File: config.mk
export PLATFORM = sky130hd
export DESIGN_NAME = sad_min_tracker
export DESIGN_NICKNAME = d
export VERILOG_FILES = /design/src/rtl/sad_min_tracker.sv
export SDC_FILE = /design/constraint.sdc
export NUM_CORES = 1
export LEC_CHECK = 0
export BUFFER_PORTS_ARGS = -buffer_cell sky130_fd_sc_hd__buf_2
export CORE_ASPECT_RATIO = 1.2
export CORE_UTILIZATION = 55
export CTS_CLUSTER_DIAMETER = 30
export DETAILED_ROUTE_END_ITERATION = 7
export PLACE_DENSITY = 0.81
export SETUP_SLACK_MARGIN = 0.2
export SYNTH_ARGS = -nofsm -noshare
export SYNTH_HDL_FRONTEND = slang
export SYNTH_SLANG_ARGS = --single-unit
export TNS_END_PERCENT = 100
File: constraint.sdc
create_clock -name clk -period 12.5 [get_ports clk]
set_input_delay 1.25 -clock clk [delete_from_list [all_inputs] [get_ports clk]]
set_output_delay 1.25 -clock clk [all_outputs]
set_load 0.005 [all_outputs]
File: src/rtl/sad_min_tracker.sv
// SAD minimum tracker: pipelined row-minimum comparator tree
// plus a running frame minimum that reports the best motion vector.
module sad_min_tracker #(
    parameter int N_CAND = 16,
    parameter int SAD_W  = 12,
    parameter int IDX_W  = 4,
    parameter int ROW_W  = 4
) (
    input  logic                      clk,
    input  logic                      rst_n,
    input  logic                      in_valid,
    input  logic                      in_first,
    input  logic                      in_last,
    input  logic [ROW_W-1:0]          in_row,
    input  logic [N_CAND*SAD_W-1:0]   in_sad,
    output logic                      row_valid,
    output logic [SAD_W-1:0]          row_sad,
    output logic [IDX_W-1:0]          row_x,
    output logic [ROW_W-1:0]          row_y,
    output logic                      best_valid,
    output logic [SAD_W-1:0]          best_sad,
    output logic [IDX_W-1:0]          best_x,
    output logic [ROW_W-1:0]          best_y
);

    localparam int LEVELS = $clog2(N_CAND);
    localparam int LR     = (LEVELS + 1) / 2;

    logic [LR-1:0]    v_q;
    logic [LR-1:0]    first_q;
    logic [LR-1:0]    last_q;
    logic [ROW_W-1:0] row_q [LR];

    logic [LR-1:0]    en;
    logic [LR-1:0]    f_in;
    logic [LR-1:0]    l_in;
    logic [ROW_W-1:0] r_in [LR];

    // Stage inputs: stage 0 takes the beat, later stages the previous stage
    always_comb begin
        en      = '0;
        f_in    = '0;
        l_in    = '0;
        en[0]   = in_valid;
        f_in[0] = in_first;
        l_in[0] = in_last;
        r_in[0] = in_row;
        for (int k = 1; k < LR; k++) begin
            en[k]   = v_q[k-1];
            f_in[k] = first_q[k-1];
            l_in[k] = last_q[k-1];
            r_in[k] = row_q[k-1];
        end
    end

    // Sideband delay line matched to the comparator tree stages
    always_ff @(posedge clk) begin
        if (!rst_n) begin
            v_q     <= '0;
            first_q <= '0;
            last_q  <= '0;
            for (int k = 0; k < LR; k++) row_q[k] <= '0;
        end else begin
            v_q <= en;
            for (int k = 0; k < LR; k++) begin
                if (en[k]) begin
                    first_q[k] <= f_in[k];
                    last_q[k]  <= l_in[k];
                    row_q[k]   <= r_in[k];
                end
            end
        end
    end

    for (genvar l = 0; l <= LEVELS; l++) begin : g_lv
        localparam int NN = N_CAND >> l;
        for (genvar i = 0; i < NN; i++) begin : g_n
            logic [SAD_W-1:0] s;
            logic [IDX_W-1:0] x;
            if (l == 0) begin : g_leaf
                assign s = in_sad[i*SAD_W +: SAD_W];
                assign x = IDX_W'(i);
            end else begin : g_node
                logic [SAD_W-1:0] s_d;
                logic [IDX_W-1:0] x_d;
                // Right operand wins only when strictly smaller
                always_comb begin
                    if (g_lv[l-1].g_n[2*i+1].s < g_lv[l-1].g_n[2*i].s) begin
                        s_d = g_lv[l-1].g_n[2*i+1].s;
                        x_d = g_lv[l-1].g_n[2*i+1].x;
                    end else begin
                        s_d = g_lv[l-1].g_n[2*i].s;
                        x_d = g_lv[l-1].g_n[2*i].x;
                    end
                end
                if ((l % 2 == 0) || (l == LEVELS)) begin : g_reg
                    // Stage register, loads only with a valid beat
                    always_ff @(posedge clk) begin
                        if (!rst_n) begin
                            s <= '1;
                            x <= '0;
                        end else if (en[(l+1)/2-1]) begin
                            s <= s_d;
                            x <= x_d;
                        end
                    end
                end else begin : g_wire
                    assign s = s_d;
                    assign x = x_d;
                end
            end
        end
    end

    assign row_valid = v_q[LR-1];
    assign row_sad   = g_lv[LEVELS].g_n[0].s;
    assign row_x     = g_lv[LEVELS].g_n[0].x;
    assign row_y     = row_q[LR-1];

    logic [SAD_W-1:0] run_sad_q, run_sad_d;
    logic [IDX_W-1:0] run_x_q, run_x_d;
    logic [ROW_W-1:0] run_y_q, run_y_d;
    logic             best_valid_q;
    logic [SAD_W-1:0] best_sad_q;
    logic [IDX_W-1:0] best_x_q;
    logic [ROW_W-1:0] best_y_q;

    // Next running minimum: first row reloads, others need strictly less
    always_comb begin
        run_sad_d = run_sad_q;
        run_x_d   = run_x_q;
        run_y_d   = run_y_q;
        if (row_valid && (first_q[LR-1] || (row_sad < run_sad_q))) begin
            run_sad_d = row_sad;
            run_x_d   = row_x;
            run_y_d   = row_y;
        end
    end

    // Running minimum and frame result, published on the last row
    always_ff @(posedge clk) begin
        if (!rst_n) begin
            run_sad_q    <= '1;
            run_x_q      <= '0;
            run_y_q      <= '0;
            best_valid_q <= 1'b0;
            best_sad_q   <= '1;
            best_x_q     <= '0;
            best_y_q     <= '0;
        end else begin
            run_sad_q    <= run_sad_d;
            run_x_q      <= run_x_d;
            run_y_q      <= run_y_d;
            best_valid_q <= row_valid & last_q[LR-1];
            if (row_valid && last_q[LR-1]) begin
                best_sad_q <= run_sad_d;
                best_x_q   <= run_x_d;
                best_y_q   <= run_y_d;
            end
        end
    end

    assign best_valid = best_valid_q;
    assign best_sad   = best_sad_q;
    assign best_x     = best_x_q;
    assign best_y     = best_y_q;

endmodule

==> results.py <==
metrics = {
    "outcome": {
        "status": "completed",
    },
    "setup_path": {
        "setup.worst_path.class": "input port to register",
        "end_kind": "register",
        "r2r_setup_slack_ps": 7410,
        "rr_worst_depth": 16,
        "path_max_fanout": 25,
        "start_kind": "input port",
        "rr_startpoint": "g_lv[2].g_n[2].s[7]",
        "worstPathRequired_ps": 12740,
        "cp_data_arrival_time_ps": 6110,
        "r2r_end": "row_x[2]",
    },
    "layout": {
        "area_growth_pct": 17.7,
        "final_cells": 1805,
        "drive_gt1_share_pct": 21.9,
        "layout.nets": 1913,
        "antenna_cells": 0,
        "fillers": 1644,
    },
    "min_path": {
        "hold_end": "run_x_q[3]",
        "hp-start": "run_x_q[3]",
        "whs_path_depth": 2,
        "worst_hold_path_type": "register to register",
    },
    "route": {
        "drc": 0,
        "drt_iter0_markers": 652,
        "finalWirelength_um": 28100,
        "vias_per_cell": 5.78,
        "dr_total_vias": 10400,
        "drtPass1Iterations": 5,
        "wl_per_cell_um": 15.6,
        "drtAntennaViolNets": 0,
    },
    "sta": {
        "whs_ps": 491,
        "relSlewSlack_pct": 12.1,
        "setup_viol": 0,
        "finalMaxSlewViolations": 0,
        "fin_worst_skew_ps": 7.67,
        "tightest_slew_ps": 1320,
        "finalSetupTns_ps": 0,
        "post-route-period-util_pct": 47.0,
        "period_minus_slack_ps": 5870,
        "rsz0062_at_grt": "false",
        "hold_viol_final": 0,
        "fmax_mhz": 170,
    },
    "clock_network": {
        "cts_buffers": 17,
        "clk_path_buf_depth": 2,
        "clock_latency_ps": 420,
        "post_cts_buffers": 0,
        "ctsHoldBuffers": 0,
        "ctsResizeCount": 0,
        "htree_levels": 4,
        "cts-root-buf": "clkbuf_16",
        "path_clk_slew_ps": 60,
        "cts_tree": "yes",
        "numClockSinks": 128,
    },
    "place": {
        "routabilityCongestion": 0.961,
        "dp_cells": 1773,
        "place_hpwl_um": 22400,
        "io_buffers": 242,
    },
    "global_route": {
        "grt_pass1_wl_um": 45400,
        "grt_max_degree": 85,
        "gr-usage-all-layers_pct": 28.0,
        "antenna_found_initial": 0,
        "grt_pass1_vias": 9929,
        "grt_overflow": 0,
    },
    "power": {
        "p_per_area_nw_per_um2": 130,
        "p_sw_share_pct": 38.8,
        "power_frac_clock_pct": 26.8,
        "switching_power_w": 0.000642,
        "seq_power_share_pct": 29.0,
        "internal_power_w": 0.00101,
        "share_comb_of_total_power_pct": 44.1,
        "vdd_drop_max_uv": 105,
        "p_leak_nw": 6.60,
    },
    "synth": {
        "synth_seq_area_share_pct": 24.3,
        "yosys.area.top_type": "dfxtp_1",
        "syn_area_um2": 10900,
        "avgSynthCellArea_um2": 8.20,
        "synth_edf_count": 8,
        "yosys-top-cells-count": "ha_1 (176), inv_1 (142), dfxtp_1 (120)",
        "synth_most_common_cell": "ha_1",
        "synth_top_area_share_pct": 22.1,
        "synth_ff_type": "dfxtp_1",
        "ys_seq_elements": 128,
        "syn_inst": 1324,
        "async_reset_ff_share_pct": 0,
        "yosys_warnings": 0,
        "synth.area.top_cells": "dfxtp_1 (22%), ha_1 (20%), mux2i_1 (8.6%)",
        "syn-num-nets": 1701,
        "ys_types": 58,
    },
    "die": {
        "io_pins": 243,
        "initial_core_util_pct": 56.8,
        "fp.dieW_um": 130,
        "core_area_um2": 19100,
        "dieArea_um2": 20300,
        "rows": 55,
        "die_h_um": 156,
    },
    "job": {
        "maxCapViolations": 0,
    },
}
==> metal layers <==
metal / track usage [%] / routed length, µm / part of all wire (%) / vias up
li1: - / - / - / 5212
met1: 31.1 / 11400 / 41 / 4818
met2: 51.2 / 14400 / 51 / 332
met3: 4.49 / 1350 / 4.8 / 74
met4: 13.4 / 988 / 3.5 / 0
met5: 0 / 0 / 0 / -
==> stage by stage <==
stage	total power [W]	setup slack, ps	instance area, µm²	utilization, %
floorplan	0.00101	7390	10900	-
global placement	0.00118	6440	12200	64.0
detailed placement	0.00121	6230	12200	64.0
finish	0.00166	6630	12800	66.8
CTS	0.00166	6660	12800	66.8
global route	0.00178	6190	12800	66.8
==> sequential cells by signal, summed over array words and instances (netlist names) <==
| register | cells |
|---|---|
| run_y_q | 4 |
| best_sad | 12 |
| run_sad_q | 12 |
| best_y | 4 |
| row_q | 8 |
| last_q | 2 |
| g_lv.g_n.x | 9 |
| row_x | 4 |
| v_q | 2 |
| run_x_q | 4 |
| best_valid | 1 |
| row_sad | 12 |
| g_lv.g_n.s | 48 |
| best_x | 4 |
| first_q | 2 |
==> cells by family after synthesis <==
logic type | Yosys count | synth area share, %
AO/OA/AOI/OAI | 315 | 19.6
multiplexers | 122 | 11.6
buffers and inverters | 205 | 7.35
AND/OR/NAND/NOR | 378 | 16.9
flip-flops | 128 | 24.3
adder cells (fa/ha/maj) | 176 | 20.3
==> how the worst max path moves through the flow <==
stage / to / depth (start not counted) / from / slack (ps)
after floorplan: g_lv[2].g_n[2].x[0] / 18 / in_sad[127] / 7390
after CTS: g_lv[2].g_n[3].s[9] / 17 / in_sad[178] / 6660
after global routing: g_lv[2].g_n[3].s[1] / 17 / in_sad[178] / 6190
final: g_lv[2].g_n[3].s[9] / 17 / in_sad[178] / 6630
after global placement: g_lv[2].g_n[3].x[0] / 17 / in_sad[178] / 6440
after detailed placement: g_lv[2].g_n[3].s[9] / 17 / in_sad[178] / 6230
==> power by group through the flow <==
stage / clock network, W / logic, W / registers, W
floorplan: 0 / 0.000535 / 0.000479
global placement: 0 / 0.000696 / 0.000488
detailed placement: 0 / 0.000720 / 0.000489
CTS: 0.000452 / 0.000725 / 0.000480
global route: 0.000470 / 0.000825 / 0.000485
finish: 0.000444 / 0.000731 / 0.000481
==> critical path, cell delays in order <==
cell      delay (ps)
buf_2             80
inv_1             50
ha_1             300
and2_1           170
a221o_1          350
or3_1            360
o221ai_2         730
o21ai_0          270
ha_1             380
a21o_1           180
a21oi_1          170
nor3_1            80
a211o_1          280
a31o_2           240
a211oi_2         920
or3_1            210
nand4_1           90
==> placed cells by master, fill, tap and decap left out, types with 29 or more instances in the layout <==
master and count:
nand2_1 92, a21o_1 30, nand3_1 56, inv_1 142, ha_1 176, nor2_1 103, mux2i_1 93, mux2_2 29
nand4_1 32, buf_2 242, o21ai_0 73, dfxtp_1 120, a21oi_1 72
==> cell type report <==
| class | instances | area [µm²] | area share (%) |
|---|---|---|---|
| clock buffer | 18 | 429 | 3.36 |
| timing repair buffer | 254 | 1300 | 10.2 |
| tap | 256 | 320 | 2.50 |
| inverter | 144 | 541 | 4.23 |
| multi-input combinational | 991 | 7440 | 58.2 |
| clock inverter | 14 | 110 | 0.861 |
| sequential | 128 | 2640 | 20.7 |
No activity file was read; power rests on OpenSTA's default activity.
